===== src/rtl/rc4_pkg.sv =====
// Shared types and helpers for the RC4 PRGA/decrypt stage.
//   byte_t          8-bit data type used for S entries, keystream and message bytes
//   S_DEPTH         number of entries in the S permutation RAM
//   prga_state_t    per-byte PRGA loop states, one cycle each
//   is_valid_char   plaintext filter used by the optional key check: space or 'a'..'z'
package rc4_pkg;

    localparam int unsigned S_DEPTH = 256;

    typedef logic [$clog2(S_DEPTH)-1:0] byte_t;

    typedef enum logic [3:0] {
        IDLE,
        RD_SI,
        WAIT_SI,
        CAP_SI,
        RD_SJ,
        WAIT_SJ,
        CAP_SJ,
        WR_SI,
        WR_SJ,
        RD_F,
        WAIT_F,
        CAP_F,
        WR_OUT,
        DONE
    } prga_state_t;

    function automatic logic is_valid_char(byte_t c);
        return (c == 8'h20) || ((c >= 8'h61) && (c <= 8'h7a));
    endfunction

endpackage


===== src/rtl/rc4_prga_datapath.sv =====
// RC4 PRGA datapath: holds i, j, k, si, sj, f and the ROM byte e, and decodes the current
// loop state into S RAM, encrypted ROM and decrypted RAM address/data.
//   clk, reset    system clock, synchronous active-high reset
//   state         current PRGA state from the controller
//   clear         clears i, j, k at the start of a run
//   s_rdata       S RAM read data (registered, 2 edges after address)
//   enc_rdata     encrypted ROM read data (same latency)
//   s_addr        S RAM address
//   s_wdata       S RAM write data
//   enc_addr      encrypted ROM address
//   dec_addr      decrypted RAM address
//   dec_wdata     plaintext byte (f ^ e), valid in WR_OUT
//   last_byte     the byte being written in WR_OUT is the final one of the message
module rc4_prga_datapath
    import rc4_pkg::*;
#(
    parameter int unsigned MSG_LEN = 32,
    parameter int unsigned MSG_AW  = 5
) (
    input  logic              clk,
    input  logic              reset,
    input  prga_state_t       state,
    input  logic              clear,
    input  logic [7:0]        s_rdata,
    input  logic [7:0]        enc_rdata,
    output logic [7:0]        s_addr,
    output logic [7:0]        s_wdata,
    output logic [MSG_AW-1:0] enc_addr,
    output logic [MSG_AW-1:0] dec_addr,
    output logic [7:0]        dec_wdata,
    output logic              last_byte
);

    // k carries one extra bit so MSG_LEN == 2**MSG_AW does not wrap to zero.
    localparam logic [MSG_AW:0] LAST_K = (MSG_AW + 1)'(MSG_LEN - 1);

    byte_t             i_q;
    byte_t             j_q;
    byte_t             si_q;
    byte_t             sj_q;
    byte_t             f_q;
    byte_t             e_q;
    logic [MSG_AW:0]   k_q;

    always_ff @(posedge clk) begin
        if (reset) begin
            i_q  <= '0;
            j_q  <= '0;
            k_q  <= '0;
            si_q <= '0;
            sj_q <= '0;
            f_q  <= '0;
            e_q  <= '0;
        end else if (clear) begin
            i_q <= '0;
            j_q <= '0;
            k_q <= '0;
        end else begin
            case (state)
                RD_SI:  i_q <= i_q + 8'd1;
                CAP_SI: begin
                    si_q <= s_rdata;
                    j_q  <= j_q + s_rdata;
                end
                CAP_SJ: sj_q <= s_rdata;
                CAP_F: begin
                    f_q <= s_rdata;
                    e_q <= enc_rdata;
                end
                WR_OUT: k_q <= k_q + (MSG_AW + 1)'(1);
                default: ;
            endcase
        end
    end

    // Addresses are only driven in the states that use them; zero elsewhere.
    always_comb begin
        s_addr    = '0;
        s_wdata   = '0;
        enc_addr  = '0;
        dec_addr  = '0;
        dec_wdata = '0;
        case (state)
            RD_SI:  s_addr = i_q + 8'd1;
            RD_SJ:  s_addr = j_q;
            WR_SI: begin
                s_addr  = i_q;
                s_wdata = sj_q;
            end
            WR_SJ: begin
                s_addr  = j_q;
                s_wdata = si_q;
            end
            RD_F: begin
                // si + sj wraps mod 256, matching the 8-bit S index.
                s_addr   = si_q + sj_q;
                enc_addr = k_q[MSG_AW-1:0];
            end
            WR_OUT: begin
                dec_addr  = k_q[MSG_AW-1:0];
                dec_wdata = f_q ^ e_q;
            end
            default: ;
        endcase
    end

    assign last_byte = (k_q >= LAST_K);

endmodule


===== src/rtl/rc4_prga_decrypt.sv =====
// RC4 PRGA decrypt stage. After the KSA has shuffled S, generates MSG_LEN keystream bytes,
// XORs each with the encrypted ROM and writes the plaintext to the decrypted RAM. Each
// message byte takes 12 single-cycle states; done is held until start drops.
//   clk, reset    system clock, synchronous active-high reset
//   start         level request, sampled in IDLE (and in DONE to return to IDLE)
//   done          high while in DONE
//   s_addr/s_wdata/s_wren/s_rdata          shared S RAM port (read latency 2 edges)
//   enc_addr/enc_rdata                     encrypted message ROM (same latency)
//   dec_addr/dec_wdata/dec_wren            decrypted message RAM write port
//   key_invalid   only with PRGA_ASCII_CHECK_EN: a plaintext byte outside {space, a..z}
//                 was seen; the run stops after writing that byte
// Optional feature macro: PRGA_ASCII_CHECK_EN
module rc4_prga_decrypt
    import rc4_pkg::*;
#(
    parameter int unsigned MSG_LEN = 32,
    parameter int unsigned MSG_AW  = 5
) (
    input  logic              clk,
    input  logic              reset,
    input  logic              start,
    output logic              done,
    output logic [7:0]        s_addr,
    output logic [7:0]        s_wdata,
    output logic              s_wren,
    input  logic [7:0]        s_rdata,
    output logic [MSG_AW-1:0] enc_addr,
    input  logic [7:0]        enc_rdata,
    output logic [MSG_AW-1:0] dec_addr,
    output logic [7:0]        dec_wdata,
    output logic              dec_wren
`ifdef PRGA_ASCII_CHECK_EN
    ,
    output logic              key_invalid
`endif
);

    prga_state_t state_q;
    prga_state_t state_d;
    logic        clear;
    logic        last_byte;

    assign clear = (state_q == IDLE) && start;

    rc4_prga_datapath #(
        .MSG_LEN (MSG_LEN),
        .MSG_AW  (MSG_AW)
    ) u_datapath (
        .clk       (clk),
        .reset     (reset),
        .state     (state_q),
        .clear     (clear),
        .s_rdata   (s_rdata),
        .enc_rdata (enc_rdata),
        .s_addr    (s_addr),
        .s_wdata   (s_wdata),
        .enc_addr  (enc_addr),
        .dec_addr  (dec_addr),
        .dec_wdata (dec_wdata),
        .last_byte (last_byte)
    );

    always_ff @(posedge clk) begin
        if (reset) begin
            state_q <= IDLE;
        end else begin
            state_q <= state_d;
        end
    end

    always_comb begin
        state_d = state_q;
        case (state_q)
            IDLE:    if (start) state_d = RD_SI;
            RD_SI:   state_d = WAIT_SI;
            WAIT_SI: state_d = CAP_SI;
            CAP_SI:  state_d = RD_SJ;
            RD_SJ:   state_d = WAIT_SJ;
            WAIT_SJ: state_d = CAP_SJ;
            CAP_SJ:  state_d = WR_SI;
            WR_SI:   state_d = WR_SJ;
            WR_SJ:   state_d = RD_F;
            RD_F:    state_d = WAIT_F;
            WAIT_F:  state_d = CAP_F;
            CAP_F:   state_d = WR_OUT;
            WR_OUT: begin
                if (last_byte) begin
                    state_d = DONE;
                end else begin
                    state_d = RD_SI;
                end
`ifdef PRGA_ASCII_CHECK_EN
                // Byte is written this cycle regardless; a bad one ends the run.
                if (!is_valid_char(byte_t'(dec_wdata))) begin
                    state_d = DONE;
                end
`endif
            end
            DONE:    if (!start) state_d = IDLE;
            default: state_d = IDLE;
        endcase
    end

    always_comb begin
        s_wren   = (state_q == WR_SI) || (state_q == WR_SJ);
        dec_wren = (state_q == WR_OUT);
        done     = (state_q == DONE);
    end

`ifdef PRGA_ASCII_CHECK_EN
    logic key_invalid_q;

    always_ff @(posedge clk) begin
        if (reset) begin
            key_invalid_q <= 1'b0;
        end else if (clear) begin
            key_invalid_q <= 1'b0;
        end else if ((state_q == WR_OUT) && !is_valid_char(byte_t'(dec_wdata))) begin
            key_invalid_q <= 1'b1;
        end
    end

    assign key_invalid = key_invalid_q;
`endif

endmodule

===== config.mk =====
export PLATFORM = sky130hd
export DESIGN_NAME = rc4_prga_decrypt
export DESIGN_NICKNAME = d
export VERILOG_FILES = /design/src/rtl/rc4_pkg.sv /design/src/rtl/rc4_prga_datapath.sv /design/src/rtl/rc4_prga_decrypt.sv
export SDC_FILE = /design/constraint.sdc
export NUM_CORES = 1
export LEC_CHECK = 0
export BUFFER_PORTS_ARGS = -buffer_cell sky130_fd_sc_hd__buf_4
export CAP_MARGIN = 40
export CORE_MARGIN = 2
export CORE_UTILIZATION = 55
export DETAILED_ROUTE_END_ITERATION = 10
export PLACE_DENSITY = 0.81
export SLEW_MARGIN = 15
export SYNTH_ARGS = -nofsm -noshare
export SYNTH_HDL_FRONTEND = slang
export SYNTH_SLANG_ARGS = --single-unit

===== constraint.sdc =====
create_clock -name clk -period 1.9 [get_ports clk]
set_input_delay 0.095 -clock clk [delete_from_list [all_inputs] [get_ports clk]]
set_output_delay 0.095 -clock clk [all_outputs]
set_load 0.05 [all_outputs]

; Yosys cells after proc, flatten, opt, wreduce, memory -nomap -nowiden
; Index checks and enable logic that the tools add are counted.
[classes]
reduce_logical = 9
n_lt_le_gt_ge = 1
muxes = 9
n_bitwise = 2
add_sub_neg = 4
n_eq_ne = 15
[ops]
columns = op, n
row1 = $pmux 4 s14, 1
row2 = $pmux 8 s4, 1
row3 = $eq 4x4->1 const B, 6
row4 = $add 8x8->8, 2
row5 = $eq 4x3->1 const B, 4
row6 = $pmux 8 s2, 1
row7 = $mux 4, 3
row8 = $mux 5, 2
row9 = $add 8x1->8 const B, 1
row10 = $eq 4x2->1 const B, 2
row11 = $mux 8, 1
row12 = $reduce_and 2->1, 4
row13 = $xor 8x8->8, 1
row14 = $add 6x1->6 const B, 1
row15 = $ge 6x5->1 const B, 1
row16 = $eq 4x1->1 const B, 1
row17 = $logic_not 4->1, 1
row18 = $ne 2x2->1 const B, 2
row19 = $reduce_or 2->1, 2
row20 = $logic_and 1x1->1, 1
row21 = $logic_or 1x1->1, 1
row22 = $not 1->1, 1
[word_totals]
inputBits = 19
output_inout_bits = 37
reg_bits = 58
elab_cells = 48

; Logic depth before layout (Yosys ltp)
[logic_depth]
ltp_word = 4
depth_mapped = 8
ltp_nobuf = 8

; By module
; Synthesis repeated with hierarchy kept, for this count alone.
[unflattened]
cells_unflattened = 430
area_unflattened_um2 = 3419.5
[by_module_without_submodules]
columns = module, seq_area_each_um2, area_each_um2, n_inst, cells_per_inst
row1 = rc4_prga_datapath, 1081.0, 3145.5, 1, 397
row2 = rc4_prga_decrypt, 80.1, 274.0, 1, 33

; Least setup slack after synthesis
; OpenSTA, ideal clock, no wires.
[synth_path]
path_type = register -> output
from = register u_datapath.sj_q[0]
to = output port s_addr[4]
t_arrival_ns = 2.393
stages_incl_launch_ff = 9
path_buffers = 0
t_required_ns = 1.805
path_slack_ns = -0.588
path_cell_list = dfxtp_1 ha_1 inv_1 fa_1 nor2b_1 o21ai_0 nand2_1 nor2_1 o31ai_1
[synth_between]
elab_chain_len = 2
[synth_rtl]
columns = item, line_no
row1 = start: declaration, rc4_prga_datapath.sv:40  ; byte_t sj_q;
row2 = start signal: assignment, rc4_prga_datapath.sv:65  ; CAP_SJ: sj_q <= s_rdata;
row3 = $add 8x8->8, rc4_prga_datapath.sv:96  ; s_addr = si_q + sj_q;
row4 = $pmux 8 s4, rc4_prga_datapath.sv:83  ; case (state)
row5 = end: declaration, rc4_prga_decrypt.sv:23  ; output logic [7:0] s_addr,
; No other way between the ends.

; Worst setup path in the final report
[layout_path]
from = register u_datapath.sj_q[0]
to = output port s_addr[6]
; Same word-level chain as after synthesis.

==> flow_summary.yaml <==
cells_and_area:
  area_growth_pct: 44.34
  diodes: 0
  fillers: 362
  final_nets: 572
  postLayoutCoreUtil: 0.8221
  drive_gt1_frac: 0.3648
detailed_routing:
  vias: 3700
  drt-initial-drc-count: 270
  ant_nets: 0
  wl_per_cell_um: 17.09
  wirelength_mm: 10.51
  post-route-drc-count: 0
  firstDrtPassIters: 5
  vias_per_cell: 6.016
sta:
  setup_tns_ns: -1.667
  final_hold_viol_count: 0
  max-slew-margin-rel: 0.5880
  finClkSkew_ns: 0.005217
  rsz0062_at_grt: "yes"
  tightest_slew_ns: 0.6151
  final.setup.worst_slack_ns: -0.3753
  fmax_ghz: 0.4395
  period_needed_ns: 2.275
  finalSetupViolCount: 7
  period_share: 1.198
  timing.hold.ws_ns: 0.004611
  slew_viol_final: 0
clock_tree:
  cts_buffer_depth: 2
  clock_sink_count: 58
  insertion_delay_ns: 0.34
  cts_root_buf: "clkbuf_8"
  clk_pin_slew_ns: 0.07
  cts_buffers: 9
  h-tree-depth: 3
  tritoncts: "built"
synthesis:
  ys_async_sr_fraction: 0
  ys_ff_latch: 58
  synth_area_sq_mm: 0.003392
  yosys.area.top_type: "dfxtp_1"
  synth-main-ff-cell: "dfxtp_1"
  synth_common_cells: "nand2_1 (77), dfxtp_1 (58), a21oi_1 (46)"
  synth_area_leaders: "dfxtp_1 (34%), nand2_1 (8.5%), a21oi_1 (6.8%)"
  ys_seq_area_frac: 0.3423
  synth_edf_count: 0
  synth_cell_types: 51
  syn-num-nets: 470
  yosysMostFrequentCell: "nand2_1"
  netlist_instances: 433
  ys_warn_count: 0
  synth_area_per_cell_sq_um: 7.834
  yosys.area.top_type_share: 0.3423
global_route:
  grt_max_degree: 39
  grt_pass1_wl_mm: 15.36
  antenna_found_initial: 0
  grt_pass1_vias: 3305
  grt_use_total: 0.2992
  overflow: 0
floorplan:
  die_area_sq_mm: 0.006811
  ioPinCount: 56
  core_sq_mm: 0.005956
  start_util: 0.5695
  die_height_um: 82.53
  die_width_um: 82.53
  num_rows: 28
critical_path:
  crit_arrival_ns: 2.18
  endpoint: "s_addr[6]"
  cp-end-kind: "output pin"
  crit_path_start: "u_datapath.sj_q[0]"
  reg2reg_depth: 8
  rrSetupSlack_ns: 0.06
  cp-start-kind: "register"
  timing.rr.start: "u_datapath.j_q[0]"
  cp.required_ns: 1.80
  r2r-end: "u_datapath.j_q[6]"
  crit_type: "reg -> out"
  cp_max_fo: 2
outcome:
  violations: "setup timing"
  status: "complete, but fails checks"
pwr:
  peakVddDrop_mv: 0.5156
  p_per_area_mw_per_mm2: 633.0
  cellLeakagePower_nw: 1.953
  total_power_mw: 3.099
placement:
  gp_congestion: 0.9290
  io_buffer_count: 55
  place_hpwl_mm: 6.763
min_path:
  hold_path.class: "in -> reg"
run:
  cap_violations: 0
==> layer usage <==
layer / GRT usage / part of all wire
met5: 0 / 0
met4: 0.1180 / 0.024
met3: 0.05217 / 0.066
met2: 0.5210 / 0.50
met1: 0.3655 / 0.40
==> cell type report <==
class                           count  area [sq um]  share of cell area
Tap cell                           75         93.84             0.01917
Clock buffer                        9         123.9             0.02530
Inverter                            8         32.53            0.006645
Timing Repair Buffer              114         962.2              0.1965
Sequential cell                    58          1186              0.2423
Clock inverter                      7         117.6             0.02402
Multi-Input combinational cell    344          2380              0.4861
==> cells by family after synthesis <==
family / synth area share
adder cells (fa/ha/maj): 0.07082
buffers and inverters: 0.03873
XOR/XNOR: 0.06713
AND/OR/NAND/NOR: 0.2604
multiplexers: 0.02656
flip-flops: 0.3423
AO/OA/AOI/OAI: 0.1940
==> worst min path at each step <==
stage | slack, ns | start | to | cells past startpoint
floorplan | 0.23 | enc_rdata[0] | u_datapath.e_q[0] | 2
global placement | 0.34 | enc_rdata[7] | u_datapath.e_q[7] | 3
detailed placement | 0.36 | enc_rdata[7] | u_datapath.e_q[7] | 3
CTS | 0.003 | enc_rdata[2] | u_datapath.e_q[2] | 3
global route | 0.02 | enc_rdata[1] | u_datapath.e_q[1] | 3
finish | 0.005 | enc_rdata[2] | u_datapath.e_q[2] | 3
==> state kept, by name (all words and copies together), names as in the netlist <==
signal           cells
state_q              4
u_datapath.e_q       8
u_datapath.f_q       8
u_datapath.i_q       8
u_datapath.j_q       8
u_datapath.k_q       6
u_datapath.si_q      8
u_datapath.sj_q      8
==> critical path: stages (launching register included) <==
cell	delay (ns)
dfxtp_2	0.36
ha_4	0.14
inv_2	0.04
fa_2	0.35
nor2b_2	0.13
o21ai_2	0.07
a21boi_2	0.20
mux2i_2	0.29
nand3_4	0.10
buf_8	0.16
==> cells in the final DEF, fill, tap and decap left out, types with 5 or more instances in the layout <==
cell type  instances
buf_6             21
buf_4             84
dfxtp_1           46
and3_1            10
nand3_1           12
ha_1              10
nor3_1             5
nor2_2             8
o21ai_0           13
dfxtp_2            8
a21oi_1           42
mux2i_1            8
inv_1              5
nor2_1            29
a22o_1             7
nand2_1           75
o21a_1             5
nand2b_1           5
xnor2_1           16
xor2_1             8
clkbuf_8           9
==> timing repair <==
action / 4_1_cts / 5_1_grt
buffers inserted: 10 / 6
hold endpoints to repair: 4 / 0
endpoints found under the setup margin: 30 / 26
hold buffers: 4 / 0
pin swaps: 11 / 19
resized for setup: 48 / 53
cloned: 0 / 1
==> metrics by stage <==
step | instances | area (sq um) | setup WS [ns]
2_1_floorplan | 433 | 3418 | -0.1157
3_3_place_gp | 579 | 4123 | -0.08395
3_5_place_dp | 579 | 4123 | -0.1248
4_1_cts | 609 | 4667 | -0.3853
5_1_grt | 615 | 4896 | -0.4374
6_report | 615 | 4896 | -0.3753
==> report_power, final <==
part	internal (mW)	leakage (nW)	total [mW]	switching [mW]
Clock	0.867	0.111	1.39	0.521
Combinational	0.201	1.37	0.448	0.247
Sequential	1.23	0.475	1.26	0.0282
No activity file was read; power rests on OpenSTA's default activity.
